<file path="config.mk">
export PLATFORM = sky130hd
export DESIGN_NAME = fir_stream_ctrl
export DESIGN_NICKNAME = d
export VERILOG_FILES = /design/src/rtl/fir_stream_ctrl.sv
export SDC_FILE = /design/constraint.sdc
export NUM_CORES = 1
export LEC_CHECK = 0
export ABC_AREA = 1
export BUFFER_PORTS_ARGS = -buffer_cell sky130_fd_sc_hd__buf_2
export CORE_UTILIZATION = 25
export CTS_BUF_LIST = sky130_fd_sc_hd__clkbuf_16
export DETAILED_ROUTE_END_ITERATION = 16
export GPL_ROUTABILITY_DRIVEN = 0
export MAX_ROUTING_LAYER = met4
export PLACE_DENSITY = 0.49
export SYNTH_ARGS = -nofsm -noshare
export SYNTH_HDL_FRONTEND = slang
export SYNTH_SLANG_ARGS = --single-unit
</file>
<file path="constraint.sdc">
create_clock -name clk -period 3.9 [get_ports clk]
set_clock_uncertainty 0.15 [all_clocks]
set_input_delay 0.585 -clock clk [delete_from_list [all_inputs] [get_ports clk]]
set_output_delay 0.585 -clock clk [all_outputs]
set_load 0.005 [all_outputs]
</file>
<file path="src/rtl/fir_stream_ctrl.sv">
// fir_stream_ctrl: byte-command sequencer for the adaptive FIR filter.
// Ports: clk/reset (sync, active-high); cmd_data/cmd_valid/cmd_ready host
// byte stream; fir_x_n/fir_tvalid/fir_set_coeffs drive the FIR; fir_y_n is
// the FIR result; y_out/y_valid deliver one result per counted sample;
// busy is low only in IDLE.
module fir_stream_ctrl #(
    parameter int X_N_SIZE    = 8,
    parameter int Y_N_SIZE    = 14,
    parameter int NBR_OF_TAPS = 10,
    parameter int INIT_CYCLES = 4,
    parameter int PIPE_LAT    = 2
) (
    input  logic                clk,
    input  logic                reset,
    input  logic [7:0]          cmd_data,
    input  logic                cmd_valid,
    output logic                cmd_ready,
    output logic [X_N_SIZE-1:0] fir_x_n,
    output logic                fir_tvalid,
    output logic                fir_set_coeffs,
    input  logic [Y_N_SIZE-1:0] fir_y_n,
    output logic [Y_N_SIZE-1:0] y_out,
    output logic                y_valid,
    output logic                busy
);

    typedef enum logic [2:0] {
        WAIT_INIT,
        IDLE,
        COEF,
        STREAM,
        FLUSH,
        DRAIN
    } state_t;

    localparam int CW = 16;

    state_t              state, state_n;
    logic [CW-1:0]       cnt, cnt_n;
    logic [5:0]          rem, rem_n;
    logic [X_N_SIZE-1:0] x_n;
    logic                tv_n;
    logic                sc_n;
    logic                tag_n;
    logic                ready_n;
    logic                busy_n;
    logic                acc;
    logic [1:0]          op;
    logic [5:0]          len;

    // tags[0] travels alongside fir_x_n; tags[PIPE_LAT] lines up with the
    // FIR result of that sample on fir_y_n.
    logic [PIPE_LAT:0]   tags;

    assign acc = cmd_valid && cmd_ready;
    assign op  = cmd_data[7:6];
    assign len = cmd_data[5:0];

    always_comb begin
        state_n = state;
        cnt_n   = cnt;
        rem_n   = rem;
        x_n     = fir_x_n;
        tv_n    = 1'b0;
        sc_n    = 1'b0;
        tag_n   = 1'b0;
        case (state)
            WAIT_INIT: begin
                if (cnt == CW'(INIT_CYCLES - 1)) begin
                    state_n = IDLE;
                    cnt_n   = '0;
                end else begin
                    cnt_n = cnt + 1'b1;
                end
            end
            IDLE: begin
                if (acc) begin
                    case (op)
                        2'b01: begin
                            if (len != 6'd0) begin
                                state_n = COEF;
                                rem_n   = len;
                            end
                        end
                        2'b10: begin
                            if (len != 6'd0) begin
                                state_n = STREAM;
                                rem_n   = len;
                            end
                        end
                        2'b11: begin
                            state_n = FLUSH;
                            cnt_n   = '0;
                        end
                        default: ;
                    endcase
                end
            end
            COEF: begin
                if (acc) begin
                    x_n   = X_N_SIZE'(cmd_data);
                    sc_n  = 1'b1;
                    rem_n = rem - 1'b1;
                    if (rem == 6'd1)
                        state_n = IDLE;
                end
            end
            STREAM: begin
                tv_n = 1'b1;
                if (acc) begin
                    x_n   = X_N_SIZE'(cmd_data);
                    tag_n = 1'b1;
                    rem_n = rem - 1'b1;
                    if (rem == 6'd1) begin
                        state_n = DRAIN;
                        cnt_n   = '0;
                    end
                end else begin
                    // stall: feed a zero that produces no host result
                    x_n = '0;
                end
            end
            FLUSH: begin
                tv_n  = 1'b1;
                x_n   = '0;
                tag_n = 1'b1;
                if (cnt == CW'(NBR_OF_TAPS - 1)) begin
                    state_n = DRAIN;
                    cnt_n   = '0;
                end else begin
                    cnt_n = cnt + 1'b1;
                end
            end
            DRAIN: begin
                tv_n = 1'b1;
                x_n  = '0;
                if (cnt == CW'(PIPE_LAT - 1)) begin
                    state_n = IDLE;
                    cnt_n   = '0;
                end else begin
                    cnt_n = cnt + 1'b1;
                end
            end
            default: begin
                state_n = WAIT_INIT;
                cnt_n   = '0;
            end
        endcase
        ready_n = (state_n == IDLE) || (state_n == COEF) ||
                  (state_n == STREAM);
        busy_n  = (state_n != IDLE);
    end

    always_ff @(posedge clk) begin
        if (reset) begin
            state          <= WAIT_INIT;
            cnt            <= '0;
            rem            <= '0;
            fir_x_n        <= '0;
            fir_tvalid     <= 1'b0;
            fir_set_coeffs <= 1'b0;
            cmd_ready      <= 1'b0;
            busy           <= 1'b1;
            tags           <= '0;
            y_out          <= '0;
            y_valid        <= 1'b0;
        end else begin
            state          <= state_n;
            cnt            <= cnt_n;
            rem            <= rem_n;
            fir_x_n        <= x_n;
            fir_tvalid     <= tv_n;
            fir_set_coeffs <= sc_n;
            cmd_ready      <= ready_n;
            busy           <= busy_n;
            tags           <= {tags[PIPE_LAT-1:0], tag_n};
            y_valid        <= tags[PIPE_LAT];
            if (tags[PIPE_LAT])
                y_out <= fir_y_n;
        end
    end

endmodule

</file>
==> impl_metrics.json <==
{
  "cts_root_buf": "clkbuf_16",
  "coreArea_um2": 11500,
  "area_delta_synth_final_pct": 17.2,
  "syn_avg_cell_area_um2": 6.82,
  "outcome": "finished with violations",
  "synth_seq_cells": 55,
  "path_cells": "nor2_8, inv_6, nor2_1, a21oi_2, nand2_1, inv_2, nand2_1, nand2_1, nand2_1, nor2_1",
  "synth_nets": 469,
  "drive_above_1_share_pct": 17.4,
  "worstSetupStartpoint": "state[2]",
  "grt_pass1_wl_mm": 12.7,
  "p_per_area_nw_per_um2": 373,
  "clock_path_buffers": 2,
  "critical_path_depth": 10,
  "seqCellArea_um2": 1100,
  "drc": 2,
  "critPathCapture": "cnt[4]",
  "numCtsBuffers": 5,
  "start_kind": "flop",
  "multi_input_area_um2": 1570,
  "max_stage_delay_ps": 660,
  "drtPass1Iterations": 10,
  "final_hold_viol_count": 0,
  "cp_top_family": "simple AND/OR/NAND/NOR gates",
  "ctsResizeCount": 0,
  "place_hpwl_mm": 5.40,
  "grt_usage_pct": 13.0,
  "max_freq_ghz": 0.434,
  "via_count": 2846,
  "die_h_um": 111,
  "antenna_cells": 0,
  "worstReg2RegStart": "state[2]",
  "finalPower_w": 0.00130,
  "yosysWarnings": 0,
  "critical_path_class": "flop to flop",
  "fin_area_um2": 3490,
  "grt_antenna_before_repair": 0,
  "rrSetupSlack_ps": 1590,
  "finalSetupViolations": 0,
  "cts_tree": "built",
  "endpoint_kind": "flop",
  "htreeDepth": 2,
  "arrival_ps": 2390,
  "syn_inst": 436,
  "r2r_end": "cnt[4]",
  "power.internal_w": 0.000949,
  "fillers": 1261,
  "crit_fanout": 20,
  "p_switching_w": 0.000353,
  "fin_crit_sh_pct": 59.1,
  "die_area_um2": 12300,
  "tightestPinTransition_ps": 756,
  "p_sw_share_pct": 27.1,
  "grt.overflow.total": 0,
  "wl_per_cell_um": 11.8,
  "io_buffers": 51,
  "pwr-share-clk_pct": 40.5,
  "drt-total-wl_mm": 7.35,
  "nets": 514,
  "ir_worst_vdd_uv": 142,
  "min_path_cells": 2,
  "cpMostUsedCell": "nand2_1",
  "cp.required_ps": 3990,
  "path_clk_slew_ps": 70,
  "drt_iter0_markers": 166,
  "grt_max_degree": 37,
  "slew_viol_final": 0,
  "placed_area_um2": 3310,
  "ant_nets": 0,
  "worstRegToRegCells": 10,
  "max_cap_violations": 0,
  "relSlewSlack_pct": 49.5,
  "start_util_pct": 25.8,
  "finalWorstPathRequiredPeriod_ps": 2310,
  "clk_latency_ps": 300,
  "rsz0062_at_grt": "no",
  "post_cts_buffers": 0,
  "violations": "DRC",
  "cts.sinks": 55,
  "hold_path.class": "flop to flop",
  "avgViaCountPerCell": 4.55,
  "seq_area_frac_synth_pct": 37.0,
  "first_global_vias": 2699,
  "die_w_um": 111,
  "comb_power_share_pct": 13.6,
  "slowest_stage": "dfxtp_1",
  "ios": 52,
  "cp.buffers_inverters": 2,
  "final_common_cell": "nand2_1",
  "layout_common_cells": "nand2_1 (88), nor2_1 (79), dfxtp_1 (55), buf_2 (51), inv_1 (46)",
  "p_seq_share_pct": 45.9,
  "power.leakage_nw": 1.65,
  "synth_cell_types": 37,
  "synth_area_um2": 2970,
  "tns_ps": 0,
  "std_cell_rows": 39,
  "ctsHoldBuffers": 0
}
==> flip-flops by register name (all words and copies together), names as in the netlist <==
register        count
cnt                16
rem                 6
fir_x_n             8
busy                1
state               3
tags                3
cmd_ready           1
fir_set_coeffs      1
fir_tvalid          1
y_valid             1
y_out              14
==> power by group through the flow <==
stage | clock network (W) | registers, W | logic [W]
finish | 0.000527 | 0.000598 | 0.000176
global route | 0.000568 | 0.000602 | 0.000201
CTS | 0.000546 | 0.000599 | 0.000179
detailed placement | 0 | 0.000612 | 0.000177
global placement | 0 | 0.000612 | 0.000175
floorplan | 0 | 0.000604 | 0.000138
==> per-layer routing <==
metal / global-route usage [%] / up-vias / share of wire (%)
met4: 4.32 / 0 / 1.8
met2: 20.5 / 49 / 46
li1: - / 1493 / -
met1: 16.7 / 1292 / 49
met3: 2.30 / 12 / 3.4
met5: - / - / 0
==> cells in the mapped netlist <==
library cell	n	area, µm²
nand2_1	88	330
xnor2_1	2	17.5
buf_6	3	33.8
o21ai_1	2	10.0
o21ai_2	3	26.3
buf_8	1	15.0
nor2_1	79	297
or2_2	1	6.26
xor2_1	1	8.76
buf_4	3	22.5
o211ai_1	5	37.5
nand3_2	4	40.0
nand4_1	7	43.8
a31oi_1	3	18.8
buf_2	1	5.00
nor2_8	1	20.0
nor2_4	2	22.5
inv_1	46	173
or2_0	2	12.5
inv_6	1	8.76
o21bai_1	2	15.0
inv_2	4	15.0
inv_4	1	6.26
a21oi_1	25	125
o2111ai_1	4	35.0
o21ai_0	31	155
clkinv_1	1	3.75
nand2_4	2	22.5
a21oi_2	1	8.76
clkbuf_1	5	18.8
nand3_1	34	170
dfxtp_1	55	1100
ha_1	8	100
nor3_1	2	10.0
nand3b_1	1	7.51
nand2_2	1	6.26
nor2_2	4	25.0
==> final cells by class <==
cell class	instances	share of cell area (%)
clock inverters	3	1.36
flip-flops and latches	55	31.6
inverters	53	5.92
clock buffers	5	3.59
well taps	143	5.13
multi-input cells	315	45.1
repair buffers	51	7.32
==> cell families after synthesis <==
kind of cell / after synthesis / share of synthesized area, %
AO/OA/AOI/OAI: 76 / 14.5
XOR/XNOR: 3 / 0.884
adder cells (fa/ha/maj): 8 / 3.37
buffers and inverters: 66 / 10.1
flip-flops: 55 / 37.0
AND/OR/NAND/NOR: 228 / 34.1
==> tightest hold or removal path: cells and delay by family (launching register included) <==
| family | cells | cell delay (ps) |
|---|---|---|
| buf+inv | 1 | 40 |
| simple gates | 1 | 30 |
| flops | 1 | 300 |
==> worst min path at each step <==
stage	startpoint	to	slack [ps]
floorplan	tags[0]	tags[1]	240
CTS	tags[1]	tags[2]	260
global route	tags[0]	tags[1]	290
detailed placement	tags[1]	tags[2]	250
finish	tags[0]	tags[1]	260
global placement	tags[1]	tags[2]	250
==> through the flow <==
| stage | hold WS, ps | cells | util (%) | setup slack, ps |
|---|---|---|---|---|
| after detailed placement | 249 | 617 | 28.8 | 1430 |
| after global placement | 247 | 617 | 28.8 | 1490 |
| after global routing | 295 | 625 | 30.3 | 1400 |
| final | 259 | 625 | 30.3 | 1590 |
| after floorplan | 238 | 436 | - | 2190 |
| after CTS | 263 | 625 | 30.3 | 1590 |
(Power assumes the default switching activity.)
